[config.mk]
export PLATFORM = sky130hd
export DESIGN_NAME = multi_shift_reg_seq
export DESIGN_NICKNAME = d
export VERILOG_FILES = /design/src/rtl/multi_shift_reg_seq.sv
export SDC_FILE = /design/constraint.sdc
export NUM_CORES = 1
export LEC_CHECK = 0
export CAP_MARGIN = 25
export CORE_MARGIN = 10
export CORE_UTILIZATION = 30
export DETAILED_ROUTE_END_ITERATION = 8
export DONT_BUFFER_PORTS = 1
export PLACE_DENSITY = 0.43
export SETUP_SLACK_MARGIN = 0.2
export SYNTH_ARGS = -nofsm -noshare
export SYNTH_HDL_FRONTEND = slang
export SYNTH_SLANG_ARGS = --single-unit
[constraint.sdc]
create_clock -name clk -period 2.81 [get_ports clk]
set_input_delay 0.281 -clock clk [delete_from_list [all_inputs] [get_ports clk]]
set_output_delay 0.281 -clock clk [all_outputs]
set_load 0.02 [all_outputs]
[src/rtl/multi_shift_reg_seq.sv]
// multi_shift_reg_seq: WIDTH-bit register that runs one multi-cycle shift
// command per start request. It shifts one bit position per clock in the
// selected mode and reports progress on busy/done/err.
module multi_shift_reg_seq #(
   parameter int WIDTH = 8,
   parameter int CNT_W = 4
) (
   input  logic             clk,
   input  logic             rst,
   input  logic             start,
   input  logic [2:0]       mode,
   input  logic [CNT_W-1:0] count,
   input  logic [WIDTH-1:0] load_data,
   input  logic             ser_in,
   output logic [WIDTH-1:0] q,
   output logic             ser_out,
   output logic             busy,
   output logic             done,
   output logic             err
);

   typedef enum logic [1:0] {
      S_IDLE  = 2'd0,
      S_SHIFT = 2'd1,
      S_DONE  = 2'd2
   } state_t;

   localparam logic [2:0] M_PLOAD = 3'b000;
   localparam logic [2:0] M_SLL   = 3'b001;
   localparam logic [2:0] M_SRL   = 3'b010;
   localparam logic [2:0] M_ROL   = 3'b011;
   localparam logic [2:0] M_ROR   = 3'b100;
   localparam logic [2:0] M_SRA   = 3'b101;

   // Shift counts above the register width are clamped to this value
   localparam logic [CNT_W-1:0] WIDTH_C = CNT_W'(WIDTH);
   localparam logic [CNT_W-1:0] ONE_C   = CNT_W'(1);

   state_t           state_q, state_d;
   logic [WIDTH-1:0] data_q, data_d;
   logic             ser_q, ser_d;
   logic [2:0]       mode_q, mode_d;
   logic [CNT_W-1:0] rem_q, rem_d;
   logic             err_q, err_d;
   logic [WIDTH-1:0] shift_val;
   logic             shift_out;

   // One-bit shift of the current register under the latched mode
   always_comb begin
      shift_val = data_q;
      shift_out = 1'b0;
      case (mode_q)
         M_SLL: begin
            shift_val = {data_q[WIDTH-2:0], ser_in};
            shift_out = data_q[WIDTH-1];
         end
         M_SRL: begin
            shift_val = {ser_in, data_q[WIDTH-1:1]};
            shift_out = data_q[0];
         end
         M_ROL: begin
            shift_val = {data_q[WIDTH-2:0], data_q[WIDTH-1]};
            shift_out = data_q[WIDTH-1];
         end
         M_ROR: begin
            shift_val = {data_q[0], data_q[WIDTH-1:1]};
            shift_out = data_q[0];
         end
         M_SRA: begin
            shift_val = {data_q[WIDTH-1], data_q[WIDTH-1:1]};
            shift_out = data_q[0];
         end
         default: begin
            shift_val = data_q;
            shift_out = 1'b0;
         end
      endcase
   end

   // Next-state logic: command acceptance in IDLE, stepping in SHIFT
   always_comb begin
      state_d = state_q;
      data_d  = data_q;
      ser_d   = ser_q;
      mode_d  = mode_q;
      rem_d   = rem_q;
      err_d   = 1'b0;
      case (state_q)
         S_IDLE: begin
            if (start) begin
               if (mode > M_SRA) begin
                  err_d = 1'b1;
               end else if (mode == M_PLOAD) begin
                  data_d  = load_data;
                  state_d = S_DONE;
               end else if (count == '0) begin
                  state_d = S_DONE;
               end else begin
                  mode_d  = mode;
                  rem_d   = (count > WIDTH_C) ? WIDTH_C : count;
                  state_d = S_SHIFT;
               end
            end
         end
         S_SHIFT: begin
            data_d = shift_val;
            ser_d  = shift_out;
            rem_d  = rem_q - ONE_C;
            if (rem_q == ONE_C) begin
               state_d = S_DONE;
            end
         end
         S_DONE: begin
            state_d = S_IDLE;
         end
         default: begin
            state_d = S_IDLE;
         end
      endcase
   end

   // State register with asynchronous clear of all control and data
   always_ff @(posedge clk or posedge rst) begin
      if (rst) begin
         state_q <= S_IDLE;
         data_q  <= '0;
         ser_q   <= 1'b0;
         mode_q  <= '0;
         rem_q   <= '0;
         err_q   <= 1'b0;
      end else begin
         state_q <= state_d;
         data_q  <= data_d;
         ser_q   <= ser_d;
         mode_q  <= mode_d;
         rem_q   <= rem_d;
         err_q   <= err_d;
      end
   end

   assign q       = data_q;
   assign ser_out = ser_q;
   assign busy    = (state_q == S_SHIFT);
   assign done    = (state_q == S_DONE);
   assign err     = err_q;

endmodule

; ---- After elaboration in Yosys (flattened, before gate mapping)
; Cells that the tools add are included.
[totals]
regBits = 19
latch_bits = 0
mem_bits_rw = 0
mem_bits_ro = 0
elab_cells = 62
memories = 0
[classes]
add_sub_neg = 1
mul = 0
div_mod_pow = 0
order_cmp = 2
n_eq_ne = 17
shifts = 0
muxes = 21
n_bitwise = 3
reduce_logical = 11
[ops]
columns = operator, count
row1 = $pmux W8 S5, 1
row2 = $mux W8, 3
row3 = $mux W4, 5
row4 = $pmux W8 S2, 1
row5 = $reduce_and A5 Y1, 3
row6 = $ne A2 B2 Y1 const B, 6
row7 = $mux W2, 5
row8 = $pmux W4 S2, 1
row9 = $eq A3 B2 Y1 const B, 2
row10 = $eq A3 B3 Y1 const B, 2
row11 = $ne A6 B1 Y1 const B, 1
row12 = $reduce_and A6 Y1, 1
row13 = $ne A5 B1 Y1 const B, 1
row14 = $eq A4 B1 Y1 const B, 1
row15 = $gt A4 B4 Y1 const B, 1
row16 = $logic_not A4 Y1, 1
row17 = $pmux W2 S2, 1
row18 = $sub A4 B1 Y4 const B, 1
row19 = $eq A3 B1 Y1 const B, 1
row20 = $gt A3 B3 Y1 const B, 1
row21 = $logic_not A3 Y1, 1
row22 = $mux W1, 3
row23 = $not A1 Y1, 3
row24 = $reduce_and A3 Y1, 1
row25 = 8 further kinds, 8

; ---- Longest topological paths before layout
[logic_depth]
depth_word = 7
ltp_mapped = 6
depth_no_buf = 5

; ---- Worst setup path after synthesis
; Ideal clock, no wire load.
[synth_timing]
path_type = register to register
startpoint = register mode_q[1]
endpoint = register data_q[4], in the netlist q[4]
setup_time_ns = 0.095
arrival_ns = 1.481
required_ns = 2.715
setup_slack_ns = 1.234
path_stages_with_launch = 6
path_buffers = 1
period_less_slack_ns = 1.576
cell_sequence = dfrtp_1 -> buf_4 -> nor3b_1 -> a21oi_2 -> mux2_2 -> o31ai_1
[synth_via]
elab_chain_cells = 3
[synth_lines]
columns = item, line_no
row1 = from (decl), 42  ; logic [2:0] mode_q, mode_d;
row2 = from (signal assigned), 135  ; mode_q <= mode_d;
row3 = "$eq A3 B3 Y1, or another cell as far along", 52  ; case (mode_q)
row4 = $pmux W8 S5 or $ne A6 B1 Y1 (tied branches), n/a
row5 = $pmux W8 S2 or $reduce_and A5 Y1 (tied branches), n/a
row6 = to (signal assigned), 133  ; data_q <= data_d;
row7 = to (decl), 40  ; logic [WIDTH-1:0] data_q, data_d;
; Parallel ways exist; a longest one is shown, timed or not.
; A chain may end at the register's enable or synchronous reset.

; ---- Worst setup path in the final report
[layout_timing]
startpoint = register state_q[0]
endpoint = register rem_q[0]
[layout_via]
elab_chain_cells = 3
[layout_lines]
columns = item, line_no
row1 = from (decl), 39  ; state_t state_q, state_d;
row2 = from (signal assigned), 132  ; state_q <= state_d;
row3 = $eq A2 B1 Y1 *, n/a
row4 = via busy, 17  ; output logic busy,
row5 = $reduce_bool A2 Y1 (no line), n/a
row6 = $reduce_and A5 Y1 (no line), n/a
row7 = to (signal assigned), 136  ; rem_q <= rem_d;
row8 = to (decl), 43  ; logic [CNT_W-1:0] rem_q, rem_d;
; The timed path passes the listed nets; every way through them passes the cells marked *.

==> flow_summary.yaml <==
status:
  run_status: "complete, no violations"
clock_network:
  cts_hold_buf: 0
  clk_latency_ns: 0.26
  cts_resized: 0
  cts.clk_slew.worst_paths_ns: 0.08
  root_buffer: "clkbuf_8"
  cts.path.max_buffers: 2
  ctsHtreeMaxLevel: 1
  post_cts_buffers: 0
  cts.sinks: 19
  tritoncts: "yes"
  cts-buffers-inserted: 3
setup_path:
  startpoint_type: "register"
  worst-path-buf-inv: 1
  r2r_end: "rem_q[0]"
  cp_top_family: "simple AND/OR/NAND/NOR gates"
  cp.arrival_ns: 2.12
  cp_slowest_cell: "or4b_1"
  cp-end-kind: "register"
  crit_chain: "nand2b_2 > inv_1 > or4b_1 > o211ai_1"
  r2r_start: "state_q[0]"
  critical_path_required_ns: 2.99
  max_stage_delay_ns: 0.58
  critPathKind: "register to register"
  cp_max_fo: 15
  ff2ff_setup_slack_ns: 0.87
  reg2regPathDepth: 4
  cp.depth: 4
yosys:
  postSynthCellCount: 138
  syn_area_per_cell_um2: 8.99
  synth.area.mux_share_pct: 8.98
  synth_warnings: 0
  synthArstFlopShare_pct: 100
  synth_common_cells: "dfrtp_1, nor2_1, inv_1, mux2_2, o21ai_0"
  yosys.area_share.simple_pct: 24.0
  synth.area.top_cells: "dfrtp_1, mux2_2, nor2_1, o21ai_0, o31ai_1"
  synth.distinct_cells: 45
  syn_area_um2: 1240
  synth_fa_ha_area_share_pct: 2.02
  synth_top_family_by_area: "simple AND/OR/NAND/NOR gates"
  synth-seq-cells: 19
  yosysMostFrequentCell: "dfrtp_1"
  synth_compound_area_share_pct: 20.1
  ys.flop_type: "dfrtp_1"
  synth_nets: 159
  synth-edff-count: 0
  yosysTopAreaCellShare_pct: 38.3
  ys_seq_area_share_pct: 38.3
  synth_xor_xnor_area_share_pct: 0.706
  post-synth-top-area-cell: "dfrtp_1"
route:
  dr_total_vias: 1023
  avgViaCountPerCell: 5.50
  ant_nets: 0
  drc: 0
  dr.pass1.iters: 4
  first_iter_violations: 71
  routed_wl_mm: 3.40
  routedWlPerCell_um: 18.3
hold_path:
  hold_class: "primary input to async pin"
floorplanning:
  dieArea_um2: 7100
  coreArea_um2: 4000
  rows: 23
  io_pins: 31
  die_y_um: 84.3
  initial_utilization_pct: 31.0
  die_x_um: 84.3
timing:
  timing.final.crit_share_pct: 68.9
  worst_pin_slew_ns: 0.787
  skew_ns: 0.00370
  finalCriticalPeriod_ns: 1.94
  relSlewSlack_pct: 47.5
  timing.fmax_ghz: 0.516
  setup_viol: 0
  rsz0062_at_grt: "no"
  hold_viol_final: 0
  finalSetupTns_ns: 0
  drv_slew: 0
pwr:
  leakage_nw: 0.528
  ir_worst_vdd_v: 0.000316
  power_density_nw_per_um2: 1280
  finalPower_mw: 1.68
layout:
  postLayoutCoreUtil_pct: 32.9
  syn2layout_area_growth_pct: 6.26
  regArea_um2: 475
  fin_nets: 158
  drive_above_1_share_pct: 14.7
  multi_input_area_um2: 692
  num-fill-cells: 425
  insertedDiodeCount: 0
grt:
  grt_pass1_vias: 1077
  grt.total_usage_pct: 9.62
  antenna_found_initial: 0
  grt_pass1_wl_mm: 5.58
  overflow: 0
  grt_max_degree: 20
placement:
  place_congestion: 0.781
  io_buffers: 0
  dp_hpwl_mm: 2.59
flow_run:
  drv_cap: 0
## logic make-up after synthesis
group | after synthesis
buffers and inverters | 16
flip-flops | 19
XOR/XNOR | 1
adder cells (fa/ha/maj) | 2
multiplexers | 10
AND/OR/NAND/NOR | 54
AO/OA/AOI/OAI | 36
## cell type report
type	count	area share (%)
Inverter	9	2.56
Multi-Input combinational cell	103	52.5
Sequential cell	19	36.1
Clock buffer	3	3.13
Tap cell	50	4.75
Timing Repair Buffer	1	0.570
Clock inverter	1	0.380
## worst max path at each step
stage / slack, ns / from / end
after floorplan: 1.23 / mode_q[1] / q[4]
after global placement: 0.87 / state_q[0] / rem_q[0]
after detailed placement: 0.88 / state_q[0] / rem_q[0]
after CTS: 0.87 / state_q[0] / rem_q[0]
after global routing: 0.74 / state_q[0] / q[5]
final: 0.87 / state_q[0] / rem_q[0]
## through the flow
stage                     worst slack [ns]  hold slack [ns]  area [um^2]  cells
after detailed placement             0.882            0.367         1270    182
after CTS                            0.870           0.0807         1320    186
final                                0.873           0.0473         1320    186
after floorplan                       1.23            0.232         1240    138
after global placement               0.867            0.375         1270    182
after global routing                 0.745            0.114         1320    186
## flip-flops by register name, summed over array words and instances (netlist names)
signal   flops
ser_out      1
rem_q        4
err          1
q            8
state_q      2
mode_q       3
## cells in the final DEF (no fill, tap or decap), types with 2 or more instances in the layout
| master | Yosys | layout |
|---|---|---|
| a211oi_1 | 2 | 2 |
| o21ai_0 | 9 | 9 |
| o21ai_1 | 2 | 2 |
| nor3b_1 | 3 | 3 |
| inv_1 | 9 | 9 |
| or3_1 | 2 | 2 |
| nor2_1 | 17 | 17 |
| mux2_2 | 9 | 9 |
| nand3b_1 | 3 | 3 |
| a21oi_1 | 4 | 4 |
| dfrtp_1 | 19 | 19 |
| ha_1 | 2 | 2 |
| nand4b_1 | 2 | 2 |
| nand2_1 | 8 | 8 |
| nand3_1 | 4 | 4 |
| nand2b_1 | 2 | 2 |
| nor3_1 | 3 | 3 |
| a31oi_1 | 2 | 2 |
| o31ai_1 | 6 | 6 |
| clkbuf_8 | 0 | 3 |
## power breakdown
part	leakage [nW]	switching [mW]	internal, mW
clock network	0.0255	0.0986	0.0988
registers	0.231	0.270	0.408
logic	0.271	0.421	0.384
total	0.528	0.790	0.891
## layer usage
| metal | wire length, um | vias up | global-route usage (%) |
|---|---|---|---|
| met5 | 0 | - | 0 |
| met4 | 50 | 0 | 4.41 |
| li1 | - | 496 | - |
| met1 | 1530 | 495 | 11.7 |
| met2 | 1640 | 28 | 15.8 |
| met3 | 177 | 4 | 2.03 |
No activity file was read; power rests on OpenSTA's default activity.
